===== src/rtl/fb_write_engine_if.sv =====
// Command/response bundle for the framebuffer write engine.
// The master side offers commands and receives READ results;
// the slave side (the engine) accepts commands and returns results.
interface fb_write_engine_if #(
    parameter int ADDR_W = 11,
    parameter int DATA_W = 8
);
    logic              cmd_valid;
    logic              cmd_ready;
    logic [1:0]        cmd_op;
    logic [ADDR_W-1:0] cmd_addr;
    logic [ADDR_W:0]   cmd_len;
    logic [DATA_W-1:0] cmd_data;
    logic              rsp_valid;
    logic [DATA_W-1:0] rsp_data;

    modport master (
        output cmd_valid,
        output cmd_op,
        output cmd_addr,
        output cmd_len,
        output cmd_data,
        input  cmd_ready,
        input  rsp_valid,
        input  rsp_data
    );

    modport slave (
        input  cmd_valid,
        input  cmd_op,
        input  cmd_addr,
        input  cmd_len,
        input  cmd_data,
        output cmd_ready,
        output rsp_valid,
        output rsp_data
    );
endinterface


===== src/rtl/fb_write_engine.sv =====
// Framebuffer write engine.
// Turns WRITE / FILL / READ commands into accesses on port A of a
// single-port block RAM. WRITEs stream at one byte per cycle, FILLs
// write a run of identical bytes with address wrap, and READs wait
// out the RAM read latency before strobing the captured byte.
// Every RAM-side signal comes straight from a flop so the command
// inputs never reach the RAM combinationally.
module fb_write_engine #(
    parameter int ADDR_W = 11,
    parameter int DATA_W = 8
) (
    input  logic              clka,
    input  logic              reseta,
    fb_write_engine_if.slave  cmd,
    output logic              busy,
    output logic [ADDR_W-1:0] ada,
    output logic [DATA_W-1:0] dina,
    output logic              cea,
    output logic              wrea,
    output logic              ocea,
    input  logic [DATA_W-1:0] douta
);

    typedef enum logic [1:0] {
        IDLE    = 2'd0,
        FILL    = 2'd1,
        RD_WAIT = 2'd2,
        RD_CAP  = 2'd3
    } state_t;

    localparam logic [1:0] OP_WRITE = 2'b00;
    localparam logic [1:0] OP_FILL  = 2'b01;
    localparam logic [1:0] OP_READ  = 2'b10;

    // Largest run a FILL may request: the whole framebuffer.
    localparam logic [ADDR_W:0]   LEN_MAX  = {1'b1, {ADDR_W{1'b0}}};
    localparam logic [ADDR_W:0]   CNT_ONE  = {{ADDR_W{1'b0}}, 1'b1};
    localparam logic [ADDR_W:0]   CNT_ZERO = {(ADDR_W + 1){1'b0}};
    localparam logic [ADDR_W-1:0] ADDR_ONE = {{(ADDR_W - 1){1'b0}}, 1'b1};

    state_t            state_reg;
    logic [ADDR_W:0]   remain_reg;     // FILL writes still to issue after the current one
    logic [ADDR_W-1:0] ada_reg;
    logic [DATA_W-1:0] dina_reg;
    logic              cea_reg;
    logic              wrea_reg;
    logic              rsp_valid_reg;
    logic [DATA_W-1:0] rsp_data_reg;

    logic [ADDR_W:0]   len_next;       // requested FILL length, clamped to the framebuffer size
    logic [ADDR_W:0]   remain_next;    // remaining count after the first FILL write

    // Clamp oversized FILL requests so they cover the framebuffer exactly once.
    always_comb begin
        len_next    = (cmd.cmd_len > LEN_MAX) ? LEN_MAX : cmd.cmd_len;
        remain_next = (len_next == CNT_ZERO) ? CNT_ZERO : (len_next - CNT_ONE);
    end

    // Command sequencer: accepts commands in IDLE and drives all RAM-side and response flops.
    always_ff @(posedge clka or posedge reseta) begin
        if (reseta) begin
            state_reg     <= IDLE;
            remain_reg    <= CNT_ZERO;
            ada_reg       <= {ADDR_W{1'b0}};
            dina_reg      <= {DATA_W{1'b0}};
            cea_reg       <= 1'b0;
            wrea_reg      <= 1'b0;
            rsp_valid_reg <= 1'b0;
            rsp_data_reg  <= {DATA_W{1'b0}};
        end else begin
            // RAM strobes and the response strobe are single-cycle unless re-armed below.
            cea_reg       <= 1'b0;
            wrea_reg      <= 1'b0;
            rsp_valid_reg <= 1'b0;

            case (state_reg)
                IDLE: begin
                    if (cmd.cmd_valid) begin
                        case (cmd.cmd_op)
                            OP_WRITE: begin
                                // Single byte; stay in IDLE so the next WRITE can follow immediately.
                                ada_reg  <= cmd.cmd_addr;
                                dina_reg <= cmd.cmd_data;
                                cea_reg  <= 1'b1;
                                wrea_reg <= 1'b1;
                            end
                            OP_FILL: begin
                                // A zero-length FILL is consumed without touching the RAM.
                                if (len_next != CNT_ZERO) begin
                                    ada_reg    <= cmd.cmd_addr;
                                    dina_reg   <= cmd.cmd_data;
                                    cea_reg    <= 1'b1;
                                    wrea_reg   <= 1'b1;
                                    remain_reg <= remain_next;
                                    if (remain_next != CNT_ZERO) begin
                                        state_reg <= FILL;
                                    end
                                end
                            end
                            OP_READ: begin
                                ada_reg   <= cmd.cmd_addr;
                                cea_reg   <= 1'b1;
                                state_reg <= RD_WAIT;
                            end
                            default: begin
                                // Reserved opcode: accepted and dropped.
                            end
                        endcase
                    end
                end

                FILL: begin
                    // Address wraps naturally at the top of the framebuffer.
                    ada_reg    <= ada_reg + ADDR_ONE;
                    cea_reg    <= 1'b1;
                    wrea_reg   <= 1'b1;
                    remain_reg <= remain_reg - CNT_ONE;
                    // Return to IDLE during the final write so a new command can be taken right after it.
                    if (remain_reg == CNT_ONE) begin
                        state_reg <= IDLE;
                    end
                end

                RD_WAIT: begin
                    // RAM samples the read request at this edge; data appears in the following cycle.
                    state_reg <= RD_CAP;
                end

                RD_CAP: begin
                    rsp_data_reg  <= douta;
                    rsp_valid_reg <= 1'b1;
                    state_reg     <= IDLE;
                end

                default: begin
                    state_reg <= IDLE;
                end
            endcase
        end
    end

    assign cmd.cmd_ready = (state_reg == IDLE);
    assign cmd.rsp_valid = rsp_valid_reg;
    assign cmd.rsp_data  = rsp_data_reg;
    assign busy          = (state_reg != IDLE);
    assign ada           = ada_reg;
    assign dina          = dina_reg;
    assign cea           = cea_reg;
    assign wrea          = wrea_reg;
    assign ocea          = 1'b1;

endmodule

===== src/flat_wrapper.sv =====
// flat-port wrapper written by rule: the top's interface ports become plain ports
module fb_write_engine_flat 
#(
    parameter int ADDR_W = 11,
    parameter int DATA_W = 8
)
  (clka, reseta, busy, ada, dina, cea, wrea, ocea, douta, cmd_cmd_valid, cmd_cmd_op, cmd_cmd_addr, cmd_cmd_len, cmd_cmd_data, cmd_cmd_ready, cmd_rsp_valid, cmd_rsp_data);
  fb_write_engine_if #(.ADDR_W(ADDR_W), .DATA_W(DATA_W)) cmd_i ();
  input  logic clka;
  input  logic reseta;
  output logic busy;
  output logic [ADDR_W-1:0] ada;
  output logic [DATA_W-1:0] dina;
  output logic cea;
  output logic wrea;
  output logic ocea;
  input  logic [DATA_W-1:0] douta;
  input wire logic [$bits(cmd_i.cmd_valid)-1:0] cmd_cmd_valid;
  input wire logic [$bits(cmd_i.cmd_op)-1:0] cmd_cmd_op;
  input wire logic [$bits(cmd_i.cmd_addr)-1:0] cmd_cmd_addr;
  input wire logic [$bits(cmd_i.cmd_len)-1:0] cmd_cmd_len;
  input wire logic [$bits(cmd_i.cmd_data)-1:0] cmd_cmd_data;
  output wire logic [$bits(cmd_i.cmd_ready)-1:0] cmd_cmd_ready;
  output wire logic [$bits(cmd_i.rsp_valid)-1:0] cmd_rsp_valid;
  output wire logic [$bits(cmd_i.rsp_data)-1:0] cmd_rsp_data;
  assign cmd_i.cmd_valid = cmd_cmd_valid;
  assign cmd_i.cmd_op = cmd_cmd_op;
  assign cmd_i.cmd_addr = cmd_cmd_addr;
  assign cmd_i.cmd_len = cmd_cmd_len;
  assign cmd_i.cmd_data = cmd_cmd_data;
  assign cmd_cmd_ready = cmd_i.cmd_ready;
  assign cmd_rsp_valid = cmd_i.rsp_valid;
  assign cmd_rsp_data = cmd_i.rsp_data;
  fb_write_engine #(.ADDR_W(ADDR_W), .DATA_W(DATA_W)) u_core (.clka(clka), .reseta(reseta), .cmd(cmd_i), .busy(busy), .ada(ada), .dina(dina), .cea(cea), .wrea(wrea), .ocea(ocea), .douta(douta));
endmodule

===== config.mk =====
export PLATFORM = sky130hd
export DESIGN_NAME = fb_write_engine_flat
export DESIGN_NICKNAME = d
export VERILOG_FILES = /design/src/rtl/fb_write_engine_if.sv /design/src/rtl/fb_write_engine.sv /design/src/flat_wrapper.sv
export SDC_FILE = /design/constraint.sdc
export NUM_CORES = 1
export LEC_CHECK = 0
export ABC_CLOCK_PERIOD_IN_PS = 2250
export BUFFER_PORTS_ARGS = -buffer_cell sky130_fd_sc_hd__buf_2
export CORE_MARGIN = 3
export CORE_UTILIZATION = 50
export DETAILED_ROUTE_END_ITERATION = 10
export MAX_ROUTING_LAYER = met4
export PLACE_DENSITY = 0.81
export RECOVER_POWER = 100
export SYNTH_ARGS = -nofsm -noshare
export SYNTH_HDL_FRONTEND = slang
export SYNTH_SLANG_ARGS = --single-unit

===== constraint.sdc =====
create_clock -name clka -period 2.25 [get_ports clka]
set_input_delay 0.45 -clock clka [delete_from_list [all_inputs] [get_ports clka]]
set_output_delay 0.45 -clock clka [all_outputs]
set_load 0.01 [all_outputs]

==> run summary, run 1 <==
Syn Inst Count - 313
Setup Crit Path Kind - input pin to register
CP Buf/Inv Count - 3
Detail Placement HPWL - 5690 um
DRC viols - 0
CP required - 2.43 ns
Slew Viols, Final - 0
Synthesized net count - 362
Clk_skew - 0.00807 ns
Die W - 81 um
Reg2reg setup slack - 0.16 ns
Vias in the first global route - 2,596
Initial antenna violation count - 0
EDFF count, synth - 0
Initial Utilization - 0.534
Data arrival, critical path - 2.33 ns
# Post-CTS Setup Buffers - 0
Cts repair resizes - 0
Die area - 6560 um^2
Post-synth top cells - 44 x dfrtp_1, 29 x nand2_1, 25 x o21ai_0, 18 x inv_1, 17 x nor2_1
Ratio of cells with drive above 1 in the final layout - 0.278
Die Y - 81 um
Leakage - 1.62 nW
1st-iter DRT viols - 283
Global-route wire length before repair - 12,300 um
Yosys reg bits - 44
Cell family with most CP delay - simple AND/OR/NAND/NOR gates
Mean number of vias per cell - 5.77
CTS Buffer Depth - 2
Fmax achieved - 466 MHz
Unrepaired setup endpoints after global routing - no
Startpoint types - input pin
Fin Hold WS - 0.147 ns
Leading area contributor after synthesis - dfrtp_1
Final WL - 7490 um
Htree depth - 2
Pre-antenna DRT Iters - 4
Hold buffers post-CTS - 0
GRT overflow - 0
Final min period - 2.14 ns
Fin worst setup slack - 0.105 ns
Worst skew pair latency - 0.30 ns
Hold crit path type - input pin to async pin
Crit share post-route - 0.953
CP max stage delay - 0.41 ns
Clock Sinks - 44
Final GP Congestion - 0.923
Number of cell rows - 26
Met1 wire length - 3420 um
Synth top area cells - dfrtp_1 39%, mux2_2 6.0%, o21ai_0 4.4%, nand2_1 3.9%, inv_1 2.4%
Wire length on met3 - 467 um
Clock edge transition at the registers on the reported setup and hold paths - 0.09 ns
Core area - 5270 um^2
Critical path capture point type - register
Register area share after synthesis - 0.391
Critical path's slowest cell - or3b_4
Most common cell in the synthesized netlist - dfrtp_1
CTS Root Cell - clkbuf_8
IO buf count - 75
Least-Margin Pin Slew - 0.919 ns
Final Setup Violations - 0
Met2 Wirelength - 3530 um
Status - finished, final reports clean
Endpoints failing hold - 0
Post-synth top flop - dfrtp_1
Ant. Diodes - 0
Largest net degree at the start of global routing - 24
TNS Setup - 0 ns
YS warnings - 0
Area grow syn2layout - 29.8%
Distinct cells, synth - 64
Dpl ws - -0.115 ns
Critical Path, Cell by Cell - buf_2 > inv_4 > nand2_4 > ha_1 > or3b_4 > nor4_2 > a2111oi_4 > buf_4 > mux2_1
Max Cap Viol - 0
Max IR drop VDD - 837 uV
Ys async rst share - 1.00
Layout fillers - 449
Max reg flops - 12
Power per standard cell area - 1200 nW/um^2
Via Count - 2,816
Final instance area - 3650 um^2
Syn Area/Cell - 8.99 um^2
Synthesized area - 2810 um^2
Max_slew headroom - 0.388
DR WL/cell - 15.4 um
Top Ports - 77
CTS tree - done
DR top layer - met4
Placed cell areas - 3600 um^2
Post-route ant nets - 0
Critical Path Fanout Max - 9
Global Route Usage Sum - 0.247
Num CTS Buffers - 5
Yosys top cell area share - 0.391
Layout Nets - 466
==> power by group <==
| group | total, mW | switching [mW] | internal [mW] |
|---|---|---|---|
| clock | 0.840 | 0.285 | 0.555 |
| combinational | 2.06 | 1.16 | 0.903 |
| sequential | 1.49 | 0.310 | 1.18 |
| total | 4.40 | 1.76 | 2.64 |
==> worst paths after layout <==
kind | end | cells past startpoint | from
min in group clka | u_core.dina[3] | 2 | cmd_cmd_data[3]
min reg2reg | u_core.dina[4] | 1 | u_core.dina[4]
min | u_core.remain_reg[8] | 2 | reseta
max in group asynchronous | u_core.ada[2] | 3 | reseta
max reg2reg | u_core.remain_reg[10] | 5 | u_core.remain_reg[5]
max | u_core.dina[1] | 9 | cmd_cmd_len[11]
==> placed cells by master, fill, tap and decap left out, types with 4 or more instances in the layout <==
master,instances
buf_2,43
clkbuf_8,5
a22oi_1,6
mux2_2,8
mux2_1,7
o211ai_1,4
buf_4,36
nor3_1,11
nand3_1,5
or4_1,5
a21oi_1,10
ha_1,5
nor4_1,7
nand2_1,27
inv_1,16
nor2_1,16
or2_2,4
o22ai_1,8
dfrtp_1,44
clkbuf_1,35
a31oi_1,6
a22o_1,7
or3_1,8
o21ai_0,25
==> cell type report <==
type / count / area [um^2] / area share
clock buffer: 5 / 68.8 / 0.0189
tap: 70 / 87.6 / 0.0240
multi-input combinational: 231 / 1590 / 0.435
timing repair buffer: 117 / 646 / 0.177
inverter: 18 / 70.1 / 0.0192
sequential: 44 / 1100 / 0.302
clock inverter: 3 / 90.1 / 0.0247
==> per-stage QoR <==
stage,power (mW),cells,utilization
CTS,4.54,488,0.713
global route,4.74,488,0.693
global placement,3.61,480,0.683
floorplan,2.91,313,-
finish,4.40,488,0.693
detailed placement,3.68,480,0.683
==> routing by layer <==
metal	vias up	track usage
met4	0	0.0541
li1	1379	-
met5	-	-
met2	103	0.372
met3	7	0.0477
met1	1327	0.346
==> cell families after synthesis <==
| kind of cell | after synthesis | share of synthesized area |
|---|---|---|
| compound gates | 100 | 0.253 |
| other cells | 1 | 0.00133 |
| buf+inv | 38 | 0.0560 |
| mux | 17 | 0.0676 |
| flops | 44 | 0.391 |
| xor+xnor | 3 | 0.00934 |
| fa+ha+maj | 5 | 0.0222 |
| simple gates | 105 | 0.199 |
(Power assumes the default switching activity.)
==> inputs of run 2 (changes only) <==
--- a/config.mk
+++ b/config.mk
@@ -6,7 +6,7 @@
 export NUM_CORES = 1
 export LEC_CHECK = 0
 export ABC_CLOCK_PERIOD_IN_PS = 2250
-export BUFFER_PORTS_ARGS = -buffer_cell sky130_fd_sc_hd__buf_2
+export BUFFER_PORTS_ARGS = -buffer_cell sky130_fd_sc_hd__buf_4
 export CORE_MARGIN = 3
 export CORE_UTILIZATION = 50
 export DETAILED_ROUTE_END_ITERATION = 10
==> run 2 against run 1 <==
Compared with the run above:
- via count increased by 4.4%
- sequential power about the same
- first-iteration DRC count grew 15%
- combinational power rose by 4%
- global-route usage is 1.7 points higher
- final cell count rose by 0.41%
- register-to-register slack gained 0.03 ns
- largest power group unchanged
- routed wire length rose by 7.8%
- non-clock buffer count up 2
- critical path depth decreased by 2
==> run summary, run 2 (same netlist as run 1, synthesis figures left out) <==
Status - finished, final reports clean
Largest net degree at the start of global routing - 45 (+88%)
Commonest cells after routing, fill and taps aside - 77 x buf_4, 44 x dfrtp_1, 34 x clkbuf_1, 27 x nand2_1, 25 x o21ai_0
Initial antenna violation count - 0 (unchanged)
Num CTS Buffers - 5 (unchanged)
Flop pwr share - 0.353 (+0.014)
GRT overflow - 0 (unchanged)
Mean number of vias per cell - 6.00 (+4.0%)
Initial Utilization - 0.534 (unchanged)
Total power - 4.27 mW (-2.8%)
Post-route ant nets - 0 (unchanged)
Max reg flops - 12 (unchanged)
CTS tree - done
Startpoint types - input pin
Final GP Congestion - 0.886 (-4.0%)
Critical Path, Cell by Cell - clkbuf_4 > or4_1 > o41ai_1 > a21oi_1 > buf_4 > clkbuf_1 > a22o_1
Leakage - 1.65 nW (+2.0%)
Clock Sinks - 44 (unchanged)
Placed cell areas - 3800 um^2 (+5.6%)
Critical path capture point type - register
Sw Ratio - 0.427 (+0.0276)
Dpl cells - 482 (+0.42%)
CTS Buffer Depth - 2 (unchanged)
Layout fillers - 444 (-1.1%)
Worst skew pair latency - 0.31 ns (about the same)
Die area - 6560 um^2 (unchanged)
CTS Root Cell - clkbuf_8
IO buf count - 75 (unchanged)
Clock Power Share - 0.146 (-0.045)
Critical path's slowest cell - or4_1
Detail Placement HPWL - 6140 um (+7.9%)
Final WL - 8080 um (+7.8%)
Fin Hold WS - 0.366 ns (+0.220 ns)
Clock edge transition at the registers on the reported setup and hold paths - 0.09 ns (about the same)
Switching power - 1.82 mW (+3.9%)
Max IR drop VDD - 708 uV (-15%)
Final Non-Filler Cells - 490 (+0.41%)
Internal - 2.45 mW (-7.3%)
Pre-antenna DRT Iters - 5 (+1)
Final instance area - 3750 um^2 (+2.8%)
Hold crit path type - input pin to register
CP required - 2.45 ns (+0.02 ns)
Clk_skew - 0.0105 ns (+0.00243 ns)
Max_slew headroom - 0.268 (-0.120)
Fin worst setup slack - 0.133 ns (+0.0272 ns)
Most common cell after layout, fill and taps aside - buf_4
Global-route wire length before repair - 13,000 um (+5.7%)
TNS Setup - 0 ns (unchanged)
Via Count - 2,940 (+4.4%)
Top Ports - 77 (unchanged)
Comb power frac - 0.501 (+0.031)
Power per standard cell area - 1140 nW/um^2 (-5.4%)
Ant. Diodes - 0 (unchanged)
# Post-CTS Setup Buffers - 0 (unchanged)
Area of the multi-input gates - 1610 um^2 (+1.5%)
Max Cap Viol - 0 (unchanged)
Post-layout util - 0.712 (+0.0195)
Least-Margin Pin Slew - 1.10 ns (+0.180 ns)
Data arrival, critical path - 2.32 ns (about the same)
Layout Nets - 468 (+0.43%)
CP max stage delay - 0.62 ns (+0.21 ns)
Endpoints failing hold - 0 (unchanged)
Area grow syn2layout - 33.4%
Unrepaired setup endpoints after global routing - no
Die Y - 81 um (unchanged)
Register area - 1100 um^2 (unchanged)
Crit share post-route - 0.941 (-0.0121)
Hold buffers post-CTS - 0 (unchanged)
Core area - 5270 um^2 (unchanged)
Ratio of cells with drive above 1 in the final layout - 0.288 (+0.0106)
Slew Viols, Final - 0 (unchanged)
Critical Path Fanout Max - 9 (unchanged)
Final min period - 2.12 ns (-0.0272 ns)
Number of cell rows - 26 (unchanged)
Vias in the first global route - 2,809 (+8.2%)
Setup Crit Path Kind - input pin to register
DRC viols - 0 (unchanged)
Die W - 81 um (unchanged)
Final Setup Violations - 0 (unchanged)
Dpl ws - -0.209 ns (-0.0938 ns)
DR WL/cell - 16.5 um (+7.4%)
1st-iter DRT viols - 325 (+15%)
Global Route Usage Sum - 0.263 (+0.0166)
Htree depth - 2 (unchanged)
Fmax achieved - 472 MHz (+1.3%)
-- run 2: cell count changes in the layout (fill, tap and decap cells not counted), sizes merged --
cell and delta:
clkbuf +5, buf -3, bufinv -2, clkinvlp +1
inv +1
-- run 2: power by group through the flow --
| stage | clock, mW | combinational, mW | sequential [mW] |
|---|---|---|---|
| after floorplan | 0 | 1.34 | 1.57 |
| after global placement | 0 | 2.33 | 1.50 |
| after detailed placement | 0 | 2.43 | 1.51 |
| after CTS | 0.631 | 2.44 | 1.50 |
| after global routing | 0.660 | 2.38 | 1.55 |
| final | 0.625 | 2.14 | 1.51 |
-- run 2: critical path, delay by kind of cell --
kind | cells | cell delay, ns
buf+inv | 3 | 0.43
simple gates | 1 | 0.62
compound gates | 3 | 0.81
-- run 2: path summary, 6_finish.rpt --
path / start / end / slack (ns) / cells past startpoint
min in group asynchronous: reseta / u_core.cmd.rsp_data[1] / 0.48 / 3
min: douta[6] / u_core.cmd.rsp_data[6] / 0.37 / 2
max: cmd_cmd_len[7] / u_core.remain_reg[4] / 0.13 / 7
min reg2reg: u_core.cmd.rsp_data[2] / u_core.cmd.rsp_data[2] / 0.51 / 1
max in group asynchronous: reseta / u_core.remain_reg[2] / 1.10 / 3
max reg2reg: u_core.remain_reg[5] / u_core.remain_reg[10] / 0.19 / 5
-- run 2: final cells by class --
| type | count | area share |
|---|---|---|
| Clock inverter | 3 | 0.0123 |
| Clock buffer | 5 | 0.0183 |
| Tap cell | 70 | 0.0233 |
| Inverter | 18 | 0.0187 |
| Sequential cell | 44 | 0.293 |
| Timing Repair Buffer | 119 | 0.205 |
| Multi-Input combinational cell | 231 | 0.429 |
-- run 2: metal layers --
metal,GRT usage,part of all wire,wire (um),vias to the layer above
li1,-,-,-,1387
met1,0.356,0.43,3440,1378
met2,0.396,0.48,3890,147
met3,0.0477,0.069,560,28
met4,0.0980,0.024,192,0
met5,-,0,0,-
-- run 2: timing repair --
| item | 4_1_cts | 5_1_grt |
|---|---|---|
| hold endpoints to repair | 0 | 0 |
| gates resized for setup | 0 | 1 |
| endpoints found under the setup margin | 0 | 2 |
==> inputs of run 3 (changes only) <==
--- a/config.mk
+++ b/config.mk
@@ -5,6 +5,7 @@
 export SDC_FILE = /design/constraint.sdc
 export NUM_CORES = 1
 export LEC_CHECK = 0
+export ABC_AREA = 1
 export ABC_CLOCK_PERIOD_IN_PS = 2250
 export BUFFER_PORTS_ARGS = -buffer_cell sky130_fd_sc_hd__buf_4
 export CORE_MARGIN = 3
==> run 3 against run 2 <==
Compared with the run above:
- sequential power decreased by 12%
- via count fell by 5.0%
- non-clock buffer count down 24
- clock skew about the same
- synthesized cell count up 19%
- power shrank 17%
- highest routed layer unchanged
- largest power group unchanged
==> run summary, run 3 <==
Status - finished, final reports clean
Layout Nets - 512 (+9.4%)
Layout fillers - 487 (+9.7%)
Area grow syn2layout - 25.6%
Num CTS Buffers - 5 (unchanged)
Top Ports - 77 (unchanged)
Register area - 1100 um^2 (unchanged)
Commonest cells after routing, fill and taps aside - 98 x nand2_1, 57 x buf_4, 44 x dfrtp_1, 41 x inv_1, 34 x clkbuf_1
Data arrival, critical path - 2.28 ns (-0.04 ns)
Clock Sinks - 44 (unchanged)
Leading area contributor after synthesis - dfrtp_1
Pre-antenna DRT Iters - 4 (-1)
Largest net degree at the start of global routing - 45 (unchanged)
Post-synth top cells - 99 x nand2_1, 44 x dfrtp_1, 41 x inv_1, 31 x nor2_1, 25 x nand3_1
Clock edge transition at the registers on the reported setup and hold paths - 0.08 ns (about the same)
Detail Placement HPWL - 5260 um (-14%)
CP dominant cell by count - nand3_4
Post-synthesis adder-cell area fraction - 0.0221 (-0.000118)
Max_slew headroom - 0.294 (+0.0262)
CTS Root Cell - clkbuf_8
IO buf count - 75 (unchanged)
Max IR drop VDD - 626 uV (-12%)
Post-layout util - 0.670 (-0.0424)
Dpl cells - 526 (+9.1%)
Die Y - 81.2 um (+0.25%)
Vias in the first global route - 2,594 (-7.7%)
Synthesized net count - 421 (+16%)
Most common cell after layout, fill and taps aside - nand2_1
Synth Area in Compound Gates - 0.142 (-0.110)
Cell family with most CP delay - simple AND/OR/NAND/NOR gates
Register area share after synthesis - 0.389 (-0.00208)
EDFF count, synth - 0 (unchanged)
Post-synth top flop - dfrtp_1
Crit share post-route - 0.935 (-0.00602)
Synth Area in Simple Gates - 0.285 (+0.0861)
CP Buf/Inv Count - 2 (-1)
Critical Path, Cell by Cell - buf_4 > or2_1 > nor2_1 > nand2_1 > nand2_4 > nand2_2 > ha_1 > nand4_1 > inv_1 > nand3_4 > nand3_1 > o21ai_2 > nand3_4 > mux2_2
Fmax achieved - 475 MHz (+0.64%)
Largest family of logic cells by synthesized area - simple AND/OR/NAND/NOR gates
Die area - 6590 um^2 (+0.49%)
CTS Buffer Depth - 2 (unchanged)
Placed cell areas - 3590 um^2 (-5.6%)
Synthesized area - 2830 um^2 (+0.53%)
Post-route ant nets - 0 (unchanged)
Most common cell in the synthesized netlist - nand2_1
Final instance area - 3550 um^2 (-5.4%)
GRT overflow - 0 (unchanged)
Global-route wire length before repair - 10,900 um (-17%)
Critical Path Fanout Max - 9 (unchanged)
Least-Margin Pin Slew - 1.06 ns (-0.0393 ns)
Max reg flops - 12 (unchanged)
CTS tree - done
YS warnings - 0 (unchanged)
Distinct cells, synth - 38 (-41%)
Clk_skew - 0.0101 ns (-0.000379 ns)
Global Route Usage Sum - 0.215 (-0.0482)
Final GP Congestion - 0.897 (+1.3%)
Final Setup Violations - 0 (unchanged)
Htree depth - 2 (unchanged)
Area of the multi-input gates - 1500 um^2 (-6.8%)
Ant. Diodes - 0 (unchanged)
1st-iter DRT viols - 117 (-64%)
CP required - 2.43 ns (-0.02 ns)
Core area - 5300 um^2 (+0.62%)
Power per standard cell area - 1000 nW/um^2 (-12%)
DRC viols - 0 (unchanged)
Yosys top cell area share - 0.389 (-0.00208)
Max Cap Viol - 0 (unchanged)
Xor-xnor portion of the synthesized cell area - 0.0434 (+0.0340)
Initial Utilization - 0.533 (about the same)
Hold crit path type - input pin to register
Mean number of vias per cell - 5.24 (-13%)
DR WL/cell - 12.8 um (-22%)
Final min period - 2.10 ns (-0.0135 ns)
Setup Crit Path Kind - input pin to register
Startpoint types - input pin
Slew Viols, Final - 0 (unchanged)
Syn Inst Count - 372 (+19%)
Initial antenna violation count - 0 (unchanged)
Leakage - 1.73 nW (+4.9%)
Number of cell rows - 26 (unchanged)
Via Count - 2,794 (-5.0%)
Mux share of post-synthesis cell area - 0.0319 (-0.0358)
# Post-CTS Setup Buffers - 0 (unchanged)
Synth top area cells - dfrtp_1 39%, nand2_1 13%, inv_1 5.4%, nand3_1 4.4%, nor2_1 4.1%
Yosys reg bits - 44 (unchanged)
Unrepaired setup endpoints after global routing - no
Total power - 3.56 mW (-17%)
Ratio of cells with drive above 1 in the final layout - 0.199 (-0.0894)
Die W - 81.2 um (+0.25%)
CP max stage delay - 0.32 ns (-0.30 ns)
Critical path's slowest cell - mux2_2
Syn Area/Cell - 7.60 um^2 (-15%)
Endpoints failing hold - 0 (unchanged)
Ys async rst share - 1.00 (unchanged)
Critical path capture point type - register
Final WL - 6840 um (-15%)
Worst skew pair latency - 0.30 ns (about the same)
Final Non-Filler Cells - 533 (+8.8%)
[run 3: changes by cell type after synthesis, sizes merged, moves of 8 or more]
cell    previous run  this run
nor2              17        31
or3                8         0
inv               18        43
nand4              1        10
o211ai             4        15
nor4               8         0
xor2               2        11
nand2             29       101
clkbuf            15         5
nand3              5        28
mux2              16         8
[run 3: timing repair]
item                       CTS  global route
resized for setup            0             5
hold buffers                 0             0
setup endpoints to repair    0             2
[run 3: final timing paths]
| kind | from | endpoint | slack, ns | depth (start not counted) |
|---|---|---|---|---|
| setup reg to reg | u_core.state_reg[1] | u_core.ada[6] | 0.25 | 9 |
| setup / recovery | cmd_cmd_len[4] | u_core.dina[7] | 0.15 | 14 |
| max in group asynchronous | reseta | u_core.state_reg[1] | 1.12 | 3 |
| min in group asynchronous | reseta | u_core.remain_reg[2] | 0.48 | 3 |
| hold reg to reg | u_core.cmd.rsp_data[4] | u_core.cmd.rsp_data[4] | 0.49 | 2 |
| hold / removal | douta[2] | u_core.cmd.rsp_data[2] | 0.35 | 3 |
[run 3: area by class of cell]
class,count,share of cell area
Multi-Input combinational cell,272,0.423
Sequential cell,44,0.310
Timing Repair Buffer,95,0.171
Inverter,45,0.0483
Tap cell,70,0.0247
Clock buffer,5,0.0194
Clock inverter,2,0.00352
[run 3: kinds of logic (layout without fill, tap and decap cells)]
kind of cell,count (synthesis),count (layout)
AOI/OAI and AO/OA,63,63
xor gates and xnor gates,14,14
adders and majority gates,5,5
buffers and inverters,56,147
DFF,44,44
muxes,8,8
other,1,1
and+or+nand+nor,181,181
[run 3: worst register-to-register path: stages (launching register included)]
cell and delay, ns:
dfrtp_1 0.45, nor2_1 0.32, inv_1 0.16, nor2_1 0.22, nand4_1 0.17, nand2_1 0.11, inv_1 0.07, buf_12 0.15
o211ai_1 0.08, o21ai_0 0.14
[run 3: where the power goes]
part	leakage [nW]	internal [mW]	switching [mW]
combinational	1.19	0.727	1.03
sequential	0.505	1.09	0.233
clock	0.0400	0.210	0.265
[run 3: per-layer routing]
layer	track usage	vias up	routed length, um	share of wire
met3	0.0344	5	420	0.061
met5	-	-	0	0
met4	0.0574	0	57	0.0083
li1	-	1408	-	-
met2	0.393	85	3450	0.50
met1	0.243	1296	2910	0.43
[run 3: stage by stage]
stage	setup WS, ns	setup TNS [ns]	hold slack [ns]
finish	0.146	0	0.349
global route	0.0139	0	0.349
global placement	-0.0792	-0.920	0.465
floorplan	-0.0444	-0.355	0.482
CTS	0.146	0	0.298
detailed placement	-0.164	-2.34	0.470
